<file path="src/rtl/ysyx_25040129_ifu.sv">
// Instruction fetch: owns the PC, keeps at most one imem read in flight, presents {pc, inst} downstream.
// Latency: first request 1 cycle after reset release; best case 3 cycles/instruction (REQ -> WAIT -> HOLD).
// Backpressure: request held until imem_req_ready, pair held until out_ready; a redirect masks both valids.
module ysyx_25040129_ifu #(
    parameter int                    ADDR_WIDTH = 32,
    parameter logic [ADDR_WIDTH-1:0] RESET_PC   = 32'h8000_0000
) (
    input  logic                       clk,
    input  logic                       rst,
    input  logic                       redirect_valid,
    input  logic [ADDR_WIDTH-1:0]      redirect_pc,
    output logic                       imem_req_valid,
    input  logic                       imem_req_ready,
    output logic [ADDR_WIDTH-1:0]      imem_req_addr,
    input  logic                       imem_resp_valid,
    input  logic [31:0]                imem_resp_data,
    output logic                       out_valid,
    input  logic                       out_ready,
    output logic [ADDR_WIDTH+31:0]     out_data
);

    typedef enum logic [1:0] {
        IDLE = 2'd0,
        REQ  = 2'd1,
        WAIT = 2'd2,
        HOLD = 2'd3
    } state_t;

    state_t                  state;
    state_t                  state_nxt;
    logic [ADDR_WIDTH-1:0]   pc;
    logic [ADDR_WIDTH-1:0]   pc_nxt;
    logic [ADDR_WIDTH-1:0]   redirect_tgt;
    logic [31:0]             inst;
    logic [31:0]             inst_nxt;
    logic                    drop;
    logic                    drop_nxt;

    // Instructions are word aligned, so the low two target bits carry no information.
    assign redirect_tgt = {redirect_pc[ADDR_WIDTH-1:2], 2'b00};

    // A redirect in the same cycle kills both handshakes so nothing stale escapes.
    assign imem_req_valid = (state == REQ) && !redirect_valid;
    assign imem_req_addr  = pc;
    assign out_valid      = (state == HOLD) && !redirect_valid;
    assign out_data       = {pc, inst};

    // State register; reset parks the FSM in IDLE so a late response is ignored.
    always_ff @(posedge clk or posedge rst) begin
        if (rst) begin
            state <= IDLE;
        end else begin
            state <= state_nxt;
        end
    end

    // Datapath registers: PC, captured instruction and the stale-response flag.
    always_ff @(posedge clk or posedge rst) begin
        if (rst) begin
            pc   <= RESET_PC;
            inst <= 32'h0;
            drop <= 1'b0;
        end else begin
            pc   <= pc_nxt;
            inst <= inst_nxt;
            drop <= drop_nxt;
        end
    end

    // Next-state and next-datapath decode; a redirect always wins the PC update.
    always_comb begin
        state_nxt = state;
        pc_nxt    = pc;
        inst_nxt  = inst;
        drop_nxt  = drop;
        if (redirect_valid) begin
            pc_nxt = redirect_tgt;
        end
        unique case (state)
            IDLE: begin
                state_nxt = REQ;
            end
            REQ: begin
                if (!redirect_valid && imem_req_ready) begin
                    state_nxt = WAIT;
                end
            end
            WAIT: begin
                if (imem_resp_valid) begin
                    if (drop || redirect_valid) begin
                        // Response belongs to a killed fetch: discard and refetch.
                        drop_nxt  = 1'b0;
                        state_nxt = REQ;
                    end else begin
                        inst_nxt  = imem_resp_data;
                        state_nxt = HOLD;
                    end
                end else if (redirect_valid) begin
                    // The memory still owes us a response; remember to throw it away.
                    drop_nxt = 1'b1;
                end
            end
            HOLD: begin
                if (redirect_valid) begin
                    state_nxt = REQ;
                end else if (out_ready) begin
                    pc_nxt    = pc + ADDR_WIDTH'(4);
                    state_nxt = REQ;
                end
            end
            default: begin
                state_nxt = IDLE;
            end
        endcase
    end

endmodule

</file>
<file path="config.mk">
export PLATFORM = sky130hd
export DESIGN_NAME = ysyx_25040129_ifu
export DESIGN_NICKNAME = d
export VERILOG_FILES = /design/src/rtl/ysyx_25040129_ifu.sv
export SDC_FILE = /design/constraint.sdc
export NUM_CORES = 1
export LEC_CHECK = 0
export CAP_MARGIN = 20
export CELL_PAD_IN_SITES_DETAIL_PLACEMENT = 1
export CELL_PAD_IN_SITES_GLOBAL_PLACEMENT = 1
export CORE_MARGIN = 1.5
export CORE_UTILIZATION = 27
export CTS_BUF_LIST = sky130_fd_sc_hd__clkbuf_16
export DETAILED_ROUTE_END_ITERATION = 8
export MAX_ROUTING_LAYER = met4
export PLACE_DENSITY = 0.83
export RECOVER_POWER = 100
export SLEW_MARGIN = 10
export SYNTH_ARGS = -nofsm -noshare
export SYNTH_HDL_FRONTEND = slang
export SYNTH_SLANG_ARGS = --single-unit
export TNS_END_PERCENT = 30
</file>
<file path="constraint.sdc">
create_clock -name clk -period 1.95 [get_ports clk]
set_input_delay 0.2925 -clock clk [delete_from_list [all_inputs] [get_ports clk]]
set_output_delay 0.2925 -clock clk [all_outputs]
set_load 0.01 [all_outputs]
</file>
Yosys cells after proc, flatten, opt, wreduce, memory -nomap -nowiden
Index checks and enable logic that the tools add are counted.
- reductions and logical operators: 10
- bitwise logic cells: 1
- shift operators: 0
- divide/modulo/power cells: 0
- order comparisons: 0
- multiply operators: 0
- equality and inequality tests: 7
- muxes and demuxes: 13
- add/sub/neg operators: 1
- operators by type and width (cell ; number):
    $mux W32 ; 4
    $add A32 B3 Y32 const B ; 1
    $mux W2 ; 5
    $reduce_and A3 Y1 ; 3
    $pmux W2 S4 ; 1
    $eq A2 B2 Y1 const B ; 2
    $ne A2 B1 Y1 const B ; 2
    $logic_and A1 B1 Y1 ; 3
    $mux W1 ; 3
    $ne A3 B3 Y1 const B ; 1
    $eq A2 B1 Y1 const B ; 1
    $logic_not A2 Y1 ; 1
    $ne A2 B2 Y1 const B ; 1
    $reduce_bool A2 Y1 ; 1
    $logic_not A1 Y1 ; 1
    $logic_or A1 B1 Y1 ; 1
    $not A1 Y1 ; 1
- memories: 0
- memory bits (writable): 0
- latch bits: 0
- output and inout bits: 98
- ROM bits: 0
- bits in registers: 67
- input bits: 70

Depth between registers and ports, before layout
- depth after elaboration: 4
- depth in mapped cells: 6
- depth with buffers taken out: 5

Least setup slack after synthesis
No wires, ideal clock.
- kind: register to register
- from: register pc[15] (netlist: imem_req_addr[15])
- to: register pc[31] (netlist: imem_req_addr[31])
- library setup time: 0.079 ns
- clock period less this slack: 1.845 ns
- data arrival time: 1.766 ns
- setup slack: 0.105 ns
- stages on the path, launching flop included: 5
- path through: dfrtp_1 nand4_2 or4_4 or4b_1 o211a_1
- word-level cells in the longest chain between the ends: 4
- RTL lines (item ; line ; RTL):
    start, declared ; 31 ; logic [ADDR_WIDTH-1:0] pc;
    start signal, assigned ; 64 ; pc <= pc_nxt;
    $add A32 B3 Y32 ; 107 ; pc_nxt = pc + ADDR_WIDTH'(4);
    $mux W32 ; 106 ; end else if (out_ready) begin
    $mux W32 ; 104 ; if (redirect_valid) begin
    $mux W32 ; 79 ; unique case (state)
    via pc_nxt[31] ; 32 ; logic [ADDR_WIDTH-1:0] pc_nxt;
The timed path passes the listed nets, and every way through them passes these cells.
A chain may end at the register's enable or synchronous reset.

Worst setup path after layout
- from: register state[0]
- to: register inst[23]
- word-level cells in the longest chain between the ends: 2
- RTL lines (item ; line ; RTL):
    start, declared ; 29 ; state_t state;
    start signal, assigned ; 53 ; state <= state_nxt;
    $eq A2 B2 Y1 ; 79 ;
    $reduce_and A3 Y1 (no source line) ; -- ;
    end signal, assigned ; 65 ; inst <= inst_nxt;
    end, declared ; 34 ; logic [31:0] inst;
No other way between the ends.

==> results.md <==
* Status: completed
* Longest Clk Path Bufs at 2
* Grt total ovfl at 0
* Area Growth Syn to Fin at 63.3%
* Slew Viols, Final at 0
* Critical path required time at 2.17 ns
* Worst Hold Class: input pin to flip-flop
* Placer Congestion at 0.825
* Vert. Die Dim at 116 um
* Reg2reg end: inst[23]
* CP endpoint kind: flip-flop
* Tot GR Track Use at 18.1%
* Min-delay src: redirect_valid
* Asr flop ratio synth at 100%
* Synth top area cells: dfrtp_1 (48%), mux2_2 (11%), buf_4 (6.9%)
* Sequential area share after synthesis at 48.4%
* Max-Cap Viols at 0
* Critical path arrival at 2.06 ns
* Drt first-iter violations at 121
* Pwr/cell area at 1040 mW/mm^2
* Leakage power at 2.44 nW
* Peak VDD IR at 0.000422 V
* Wire length per cell at 17.3 um
* Antenna diode count at 0
* Placed cell area at 0.00540 mm^2
* Crit Path Class: flip-flop to flip-flop
* Cell area after synthesis at 0.00347 mm^2
* Htree depth at 3
* Fillcell total at 1,399
* Dpl hpwl at 8760 um
* Setup ws final at 0.103 ns
* Cell with the most instances after synthesis: dfrtp_1
* Cell variety after synth at 48
* Pre-CTS setup slack at -0.0772 ns
* CTS root buf: clkbuf_16
* Clock transition at path regs at 0.06 ns
* Syn nets at 397
* Core box area at 0.0126 mm^2
* Worst-Margin Slew at 1.39 ns
* FF-to-FF path depth at 5
* Synth cell count leaders: dfrtp_1 (66), mux2_2 (34), buf_4 (32), nor2_1 (19), nand2_1 (17)
* Min-Delay Endpoint: imem_req_addr[4]
* Number of flops mapped to enable cells by yosys at 0
* Rows at 41
* ANT nets after route at 0
* CTS tree: done
* Total number of yosys warnings at 0
* Setup Viol. Count Final at 0
* Cts bufs inserted at 9
* Routed vias/inst at 4.82
* Total clock sinks at 67
* Synth Instances at 323
* Peak Freq at 0.541 GHz
* Via Count at 3,247
* Final Cycle Share at 94.7%
* DRT Wirelength at 11,600 um
* Clock skew at 0.0115 ns
* Fin area at 0.00566 mm^2
* Top FF cell, synth: dfrtp_1
* Initial antenna violation count at 0
* I/O pin cnt at 168
* Starting Density at 27.6%
* Syn_area_per_cell at 10.7 um^2
* Yosys top cell area share at 47.6%
* Initial DRT Pass Iterations at 4
* Slew HR at 7.08%
* Port bufs at 165
* Clock Latency Late Sink at 0.34 ns
* RR Startpoint: state[0]
* Vias in the first global route at 3,439
* Flop-to-flop setup slack at 0.10 ns
* WHS Path Cells at 4
* Layout Nets at 571
* First-pass GRT wire length at 18,100 um
* RSZ-0062 raised after global routing: yes
* Die area at 0.0135 mm^2
* DRC at 0
* Post-CTS setup buffer count at 0
* Final hold vios at 0
* Setup crit start kind: flip-flop
* Area leader, netlist: dfrtp_1
* Die X at 116 um
* Layout cell share with drive strength beyond 1 at 19.5%
* Crit path max fanout at 32
* Post-synthesis register bit count at 67
* Final min period at 1.85 ns
* Largest net degree at the start of global routing at 43
-- state kept, by name, summed over array words and instances (netlist names) --
name	flops
state	2
imem_req_addr	32
drop	1
inst	32
-- layout by cell type (no fill, tap or decap), types with 5 or more instances in the layout --
cell              n
a211oi_1          8
a221oi_1          5
inv_1            15
mux2_2           34
nor4_1            5
nand3_1           8
dfrtp_1          66
o21ai_0           8
nor2_1           19
nand2_1          17
clkbuf_16         9
mux2i_1           6
dlygate4sd3_1    92
nand4_1          10
buf_4            35
clkdlybuf4s50_1  70
nor3_1            7
a311oi_1          9
-- critical path, cell delays in order (launching register included) --
cell,delay [ns]
dfrtp_1,0.42
inv_1,0.08
ha_1,0.23
and3_1,0.17
clkbuf_4,0.41
mux2_2,0.39
-- power by group --
part | switching [mW] | leakage [nW] | internal [mW]
Sequential | 0.237 | 0.821 | 1.82
Clock | 0.625 | 0.149 | 1.11
Combinational | 0.879 | 1.47 | 1.21
Total | 1.74 | 2.44 | 4.15
-- per-layer routing --
layer  global-route usage (%)  wire (um)  vias up
met5                        -          0        -
met3                     3.58        564       16
met2                     30.5       5940      108
met1                     21.8       4940     1622
li1                         -          -     1501
met4                     5.93        193        0
-- area by class of cell --
cell class | instances | area [um^2] | share of cell area [%]
inverter | 17 | 65.1 | 1.15
timing repair buffer | 206 | 1940 | 34.2
multi-input combinational | 196 | 1450 | 25.6
sequential | 67 | 1680 | 29.6
clock buffer | 9 | 225 | 3.98
clock inverter | 7 | 92.6 | 1.63
tap | 172 | 215 | 3.80
-- how the worst max path moves through the flow --
stage,startpoint,endpoint,slack (ns),cells past startpoint
6_report,state[0],inst[23],0.10,5
5_1_grt,state[0],imem_req_addr[17],-0.01,6
2_1_floorplan,imem_req_addr[15],imem_req_addr[31],0.10,4
3_3_place_gp,out_ready,imem_req_addr[18],0.02,6
4_1_cts,state[0],imem_req_addr[26],0.06,5
3_5_place_dp,out_ready,imem_req_addr[26],-0.08,5
-- per-stage QoR --
step,util [%],power [mW],cells,TNS [ns],hold WS [ns]
2_1_floorplan,-,3.05,323,0,0.382
3_3_place_gp,42.9,4.30,658,0,0.488
3_5_place_dp,42.9,4.42,658,-0.155,0.495
4_1_cts,45.4,6.19,674,0,0.368
5_1_grt,45.1,6.23,674,-0.0262,0.487
6_report,45.1,5.89,674,0,0.461
-- cell families after synthesis --
family / count (synthesis) / share of synthesized area [%]
adders and majority gates: 4 / 1.44
xor gates and xnor gates: 5 / 1.26
AOI/OAI and AO/OA: 50 / 10.9
buffers and inverters: 60 / 9.99
muxes: 40 / 12.8
DFF: 67 / 48.4
and+or+nand+nor: 97 / 15.3
-- what timing repair did --
item                                    4_1_cts  5_1_grt
endpoints found under the setup margin        2        5
hold buffers                                  0        0
pin swaps                                     0        1
gates resized for setup                       2        2
Note: power is estimated with default switching activity, not from simulation.
